--- config.mk ---
export PLATFORM = sky130hd
export DESIGN_NAME = knapsack_dp_seq
export DESIGN_NICKNAME = d
export VERILOG_FILES = /design/src/rtl/knapsack_dp_seq.sv
export SDC_FILE = /design/constraint.sdc
export NUM_CORES = 1
export LEC_CHECK = 0
export ABC_AREA = 1
export CAP_MARGIN = 20
export CORE_MARGIN = 1.5
export CORE_UTILIZATION = 52
export DETAILED_ROUTE_END_ITERATION = 7
export GPL_TIMING_DRIVEN = 0
export PLACE_DENSITY = 0.82
export SLEW_MARGIN = 20
export SYNTH_ARGS = -nofsm -noshare
export SYNTH_HDL_FRONTEND = slang
export SYNTH_SLANG_ARGS = --single-unit
--- constraint.sdc ---
create_clock -name clk -period 6.6 [get_ports clk]
set_clock_uncertainty 0.2 [all_clocks]
set_input_delay 1.32 -clock clk [delete_from_list [all_inputs] [get_ports clk]]
set_output_delay 1.32 -clock clk [all_outputs]
set_load 0.02 [all_outputs]
--- src/rtl/knapsack_dp_seq.sv ---
// Knapsack DP sequencer: clears the cache, sweeps every item over capacities cap..0, then reads cache[cap].
// done is seen cap+4+item_num*(cap+4) edges after start is accepted; one cache read-modify-write per cycle.
module knapsack_dp_seq #(
  parameter int MAX_CAP  = 64,
  parameter int MAX_ITEM = 16,
  parameter int DW       = 32
) (
  input  logic                        clk,
  input  logic                        reset,
  input  logic                        start,
  input  logic [$clog2(MAX_ITEM):0]   item_num,
  input  logic [$clog2(MAX_CAP)-1:0]  cap,
  output logic [$clog2(MAX_ITEM)-1:0] item_addr,
  input  logic [DW-1:0]               item_weight,
  input  logic [DW-1:0]               item_value,
  output logic [$clog2(MAX_CAP)-1:0]  rd_addr_a,
  output logic [$clog2(MAX_CAP)-1:0]  rd_addr_b,
  input  logic [DW-1:0]               rd_data_a,
  input  logic [DW-1:0]               rd_data_b,
  output logic                        wr_en,
  output logic [$clog2(MAX_CAP)-1:0]  wr_addr,
  output logic [DW-1:0]               wr_data,
  output logic                        busy,
  output logic                        done,
  output logic                        error,
  output logic [DW-1:0]               result
);

  localparam int CW = $clog2(MAX_CAP);
  localparam int IW = $clog2(MAX_ITEM);
  localparam int NW = IW + 1;

  typedef enum logic [3:0] {
    S_IDLE, S_CLEAR, S_FETCH, S_WAIT, S_SCAN, S_DRAIN, S_RESULT, S_CAPTURE, S_DONE
  } state_t;

  state_t          state_q, state_d;
  logic [NW-1:0]   num_q, num_d, i_q, i_d;
  logic [CW-1:0]   cap_q, cap_d, c_q, c_d, wr_c_q, wr_c_d;
  logic [DW-1:0]   w_q, w_d, v_q, v_d, result_q, result_d;
  logic            wr_pend_q, wr_pend_d, error_q, error_d;

  logic            args_ok, fits;
  logic [DW:0]     sum;
  logic [DW-1:0]   sat_sum, best;
  logic [NW-1:0]   i_nxt;

  assign args_ok = (item_num <= NW'(MAX_ITEM)) && ({1'b0, cap} <= (CW+1)'(MAX_CAP - 1));
  // Full-width compare so weights beyond the address range never alias onto a small one.
  assign fits    = ({{(DW-CW){1'b0}}, c_q} >= w_q);
  assign sum     = {1'b0, rd_data_b} + {1'b0, v_q};
  assign sat_sum = sum[DW] ? '1 : sum[DW-1:0];
  assign best    = (rd_data_a > sat_sum) ? rd_data_a : sat_sum;
  assign i_nxt   = i_q + NW'(1);

  assign busy   = (state_q != S_IDLE) && (state_q != S_DONE);
  assign done   = (state_q == S_DONE);
  assign error  = error_q;
  assign result = result_q;

  always_ff @(posedge clk or posedge reset) begin
    if (reset) begin
      state_q   <= S_IDLE;
      num_q     <= '0;
      i_q       <= '0;
      cap_q     <= '0;
      c_q       <= '0;
      wr_c_q    <= '0;
      w_q       <= '0;
      v_q       <= '0;
      result_q  <= '0;
      wr_pend_q <= 1'b0;
      error_q   <= 1'b0;
    end else begin
      state_q   <= state_d;
      num_q     <= num_d;
      i_q       <= i_d;
      cap_q     <= cap_d;
      c_q       <= c_d;
      wr_c_q    <= wr_c_d;
      w_q       <= w_d;
      v_q       <= v_d;
      result_q  <= result_d;
      wr_pend_q <= wr_pend_d;
      error_q   <= error_d;
    end
  end

  always_comb begin
    state_d   = state_q;
    num_d     = num_q;
    i_d       = i_q;
    cap_d     = cap_q;
    c_d       = c_q;
    wr_c_d    = wr_c_q;
    w_d       = w_q;
    v_d       = v_q;
    result_d  = result_q;
    wr_pend_d = 1'b0;
    error_d   = error_q;
    item_addr = '0;
    rd_addr_a = '0;
    rd_addr_b = '0;
    wr_en     = 1'b0;
    wr_addr   = '0;
    wr_data   = '0;

    // Write stage: data for the capacity read last cycle has just returned.
    if (wr_pend_q) begin
      wr_en   = 1'b1;
      wr_addr = wr_c_q;
      wr_data = best;
    end

    case (state_q)
      S_IDLE, S_DONE: begin
        state_d = S_IDLE;
        if (start && !args_ok) begin
          error_d = 1'b1;
        end else if (start) begin
          num_d    = item_num;
          cap_d    = cap;
          error_d  = 1'b0;
          result_d = '0;
          c_d      = '0;
          state_d  = S_CLEAR;
        end
      end
      S_CLEAR: begin
        wr_en   = 1'b1;
        wr_addr = c_q;
        c_d     = c_q + CW'(1);
        if (c_q == cap_q) begin
          i_d     = '0;
          state_d = (num_q == '0) ? S_RESULT : S_FETCH;
        end
      end
      S_FETCH: begin
        item_addr = i_q[IW-1:0];
        state_d   = S_WAIT;
      end
      S_WAIT: begin
        w_d     = item_weight;
        v_d     = item_value;
        c_d     = cap_q;
        state_d = S_SCAN;
      end
      S_SCAN: begin
        rd_addr_a = c_q;
        rd_addr_b = fits ? (c_q - w_q[CW-1:0]) : '0;
        wr_pend_d = fits;
        wr_c_d    = c_q;
        if (c_q == '0) state_d = S_DRAIN;
        else           c_d     = c_q - CW'(1);
      end
      S_DRAIN: begin
        i_d     = i_nxt;
        state_d = (i_nxt < num_q) ? S_FETCH : S_RESULT;
      end
      S_RESULT: begin
        rd_addr_a = cap_q;
        state_d   = S_CAPTURE;
      end
      S_CAPTURE: begin
        result_d = rd_data_a;
        state_d  = S_DONE;
      end
      default: state_d = S_IDLE;
    endcase
  end

endmodule

==> impl_results.md <==
* Post-synth EDFFs at 0
* Slew HR at 0.590
* Asr flop ratio synth at 1.00
* GRT Total Usage at 0.299
* Worst skew pair latency at 0.43 ns
* Synth Register Bits at 130
* Mean Syn Cell Area at around 7.0 sq um
* Pre-Repair DR Iteration Count at 5
* YS warnings at 0
* Initial Util at 0.531
* Area Overhead vs Synth at 40.1%
* Syn nets at 1,693
* Antenna violations before repair at 0
* Min-Delay Endpoint: wr_c_q[2]
* # IOs at 232
* Hold Crit Start: wr_c_q[2]
* DR vias/cell at 5.24
* Setup violators final at 0
* Max Cap Violations at 0
* Highest-count cells in the layout ignoring fill and taps: nand2_1 (357), inv_1 (243), clkdlybuf4s50_1 (177)
* Port-buffer cells at approximately 230
* Util after Layout at 0.745
* Clock root cell: clkbuf_16
* Final hold violation count at 0
* Clk network pwr share at 0.140
* Arr. time, crit path at 4.94 ns
* Post-synth cell types at 51
* Seq pwr share at 0.206
* Final #Nets at between 1,500 and 2,000
* Hold WC Path Type: register to register
* Final Wtd Congestion at 0.927
* Post-layout minimum cycle time at roughly 6.5 ns
* DRC viols at 0
* Core area at 19,500 sq um
* Htree depth at 4
* Fmax at 155 MHz
* GR Util met2 at 0.504
* GRT met1 Usage at 0.391
* Hold Buf Count CTS at 0
* CTS sink count at 130
* Final WL at 32,400 um
* Cells after Synth at 1,468
* Busiest grt layer: met2
* Pin count of the biggest net entering global routing at between 100 and 150
* Wire length per cell at 15.9 um
* Die width at ~140 um
* Critical Path Fanout Max at 10
* Power consumption at 7.07 mW
* Vias in the first global route at roughly 10,000
* Fillcell total at 1,505
* Hold depth at 2
* Fin. max-slew vios at 0
* Net Sw Frac at 0.476
* Die Y at roughly 140 um
* CTS Buffer Depth at 2
* Crit share post-route at 0.979
* Netlist Area Pre-Place at 10,300 sq um
* Layout cell share with drive strength beyond 1 at 0.189
* Worst Setup End Kind: output pin
* Min Hold Slack at ~0.29 ns
* Number of DRC markers in iteration 0 at 732
* Area of the multi-input gates at 6440 sq um
* First-pass GRT wire length at 48,100 um
* TritonCTS clock tree: yes
* Flop2flop setup slack at 3.51 ns
* Commonest non-fill, non-tap cell in the layout: nand2_1
* Worst IR Drop VDD at 0.227 mV
* Setup TNS at 0 ns
* Post-Layout Cell Count at 2,036
* P_sw at 3.36 mW
* Comb power frac at 0.654
* Status: complete, no violations
* Global routing usage on met3 at 0.0391
* Dpl cells at roughly 2,000
* Leak Pwr at ~7.6 nW
* Startpoint Class: input pin
* Synth Flop Type: dfrtp_1
* ANT cells at 0
* Internal cell power at 3.70 mW
* Cell Pwr Density at 487 nW/um^2
* Sequential fraction of the synthesis area at 0.315
* CTS Buf Count at 17
* Worst Path Class, Setup: input pin to output pin
* Worst slew pin tran at just over 0.6 ns
* Via count at 10,700
* Rows at 51
* Antenna-violating nets left at 0
* Congestion Overflow GR at 0
* Worst endpoint required time at 5.08 ns
* Seq. cell area at between 3000 and 4000 sq um
* Worst Reg2Reg Path Length in Cells at 14
* Capturing point of the worst reg2reg path: c_q[4]
* Reg2Reg Launch Point: state_q[0]
* Clock slew at reported path FFs at 0.07 ns
* Die Area at 20,700 sq um
* Post-DP HPWL at 24,200 um
## power groups by stage
stage | logic, mW | clock network [mW] | registers [mW]
after global placement | 3.89 | 0 | 1.38
after floorplan | 2.87 | 0 | 1.44
after detailed placement | 4.00 | 0 | 1.41
after CTS | 4.15 | 0.992 | 1.40
final | 4.62 | 0.989 | 1.46
after global routing | 5.11 | 1.02 | 1.49
## stage by stage
step           area [sq um]  setup slack, ns
2_1_floorplan         10300            0.581
6_report              14500            0.138
3_3_place_gp          13000           -0.767
3_5_place_dp          13000           -0.794
5_1_grt               14500          -0.0443
4_1_cts               13700         -0.00528
## cell families (layout without fill, tap and decap cells)
kind of cell | after synthesis | after routing | synth area share
muxes | 59 | 59 | 0.0642
AOI/OAI and AO/OA | 126 | 126 | 0.0668
and+or+nand+nor | 755 | 755 | 0.320
adders and majority gates | 83 | 83 | 0.103
DFF | 130 | 130 | 0.315
xor gates and xnor gates | 15 | 15 | 0.0127
buffers and inverters | 300 | 603 | 0.120
## routing by layer
layer	routed length, um	share of wire
met1	13800	0.43
met2	15700	0.49
met3	1780	0.055
met4	1030	0.032
met5	0	0
## cell usage after synthesis, drive strengths merged, types with 7 or more instances
cell    number  share of area
nand4       15         0.0097
inv        260          0.094
nand2      401           0.15
xnor2        8         0.0068
clkbuf      14         0.0060
buf         23          0.018
nor2       171          0.064
mux2        59          0.064
nand3      137          0.072
xor2         7         0.0059
dfrtp      130           0.31
nor3         8         0.0054
ha          80          0.097
nor4         9         0.0054
a21oi       50          0.027
o21ai       66          0.032
## flip-flops by register name, summed over array words and instances (netlist names)
| register | cells |
|---|---|
| cap_q | 6 |
| error | 1 |
| state_q | 4 |
| result | 32 |
| num_q | 5 |
| v_q | 32 |
| w_q | 32 |
| c_q | 6 |
| i_q | 5 |
| wr_pend_q | 1 |
| wr_c_q | 6 |
## critical path, stage by stage
cell and delay (ns):
clkdlybuf4s50_1 0.51, ha_4 0.23, nand2_1 0.12, inv_2 0.07, nand2_2 0.11, nor2_1 0.08
nor2_2 0.10, nand2_2 0.09, a21oi_4 0.17, buf_12 0.15, buf_6 0.14, nand3_2 0.10
inv_1 0.07, ha_1 0.24, nand2_1 0.11, nor2_1 0.06, nor2_1 0.09, nand3_1 0.13
a21oi_4 0.22, nand2_2 0.09, buf_6 0.15, nand3_1 0.07, nand2_1 0.06, nor2_2 0.18
clkdlybuf4s15_2 0.28
## how the worst max path moves through the flow
stage | from | to | slack (ns) | depth (start not counted)
floorplan | rd_data_b[0] | wr_data[25] | 0.58 | 24
global placement | rd_data_b[0] | wr_data[28] | -0.77 | 28
detailed placement | rd_data_b[0] | wr_data[28] | -0.79 | 26
CTS | rd_data_b[0] | wr_data[28] | -0.005 | 26
global route | rd_data_b[29] | wr_data[24] | -0.04 | 26
finish | rd_data_b[29] | wr_data[31] | 0.14 | 25
## cell type report
cell class | instances | area share
plain buffers | 37 | 0.0174
clock buffers | 17 | 0.0293
clock inverters | 15 | 0.0125
inverters | 263 | 0.0687
multi-input cells | 1038 | 0.444
flip-flops and latches | 130 | 0.224
well taps | 265 | 0.0229
repair buffers | 271 | 0.180
## repair_timing
item | 4_1_cts | 5_1_grt
setup buffers | 8 | 31
pin swaps | 6 | 36
setup endpoints to repair | 32 | 32
gates resized for setup | 155 | 109
endpoints found under the hold margin | 0 | 0
(Power assumes the default switching activity.)
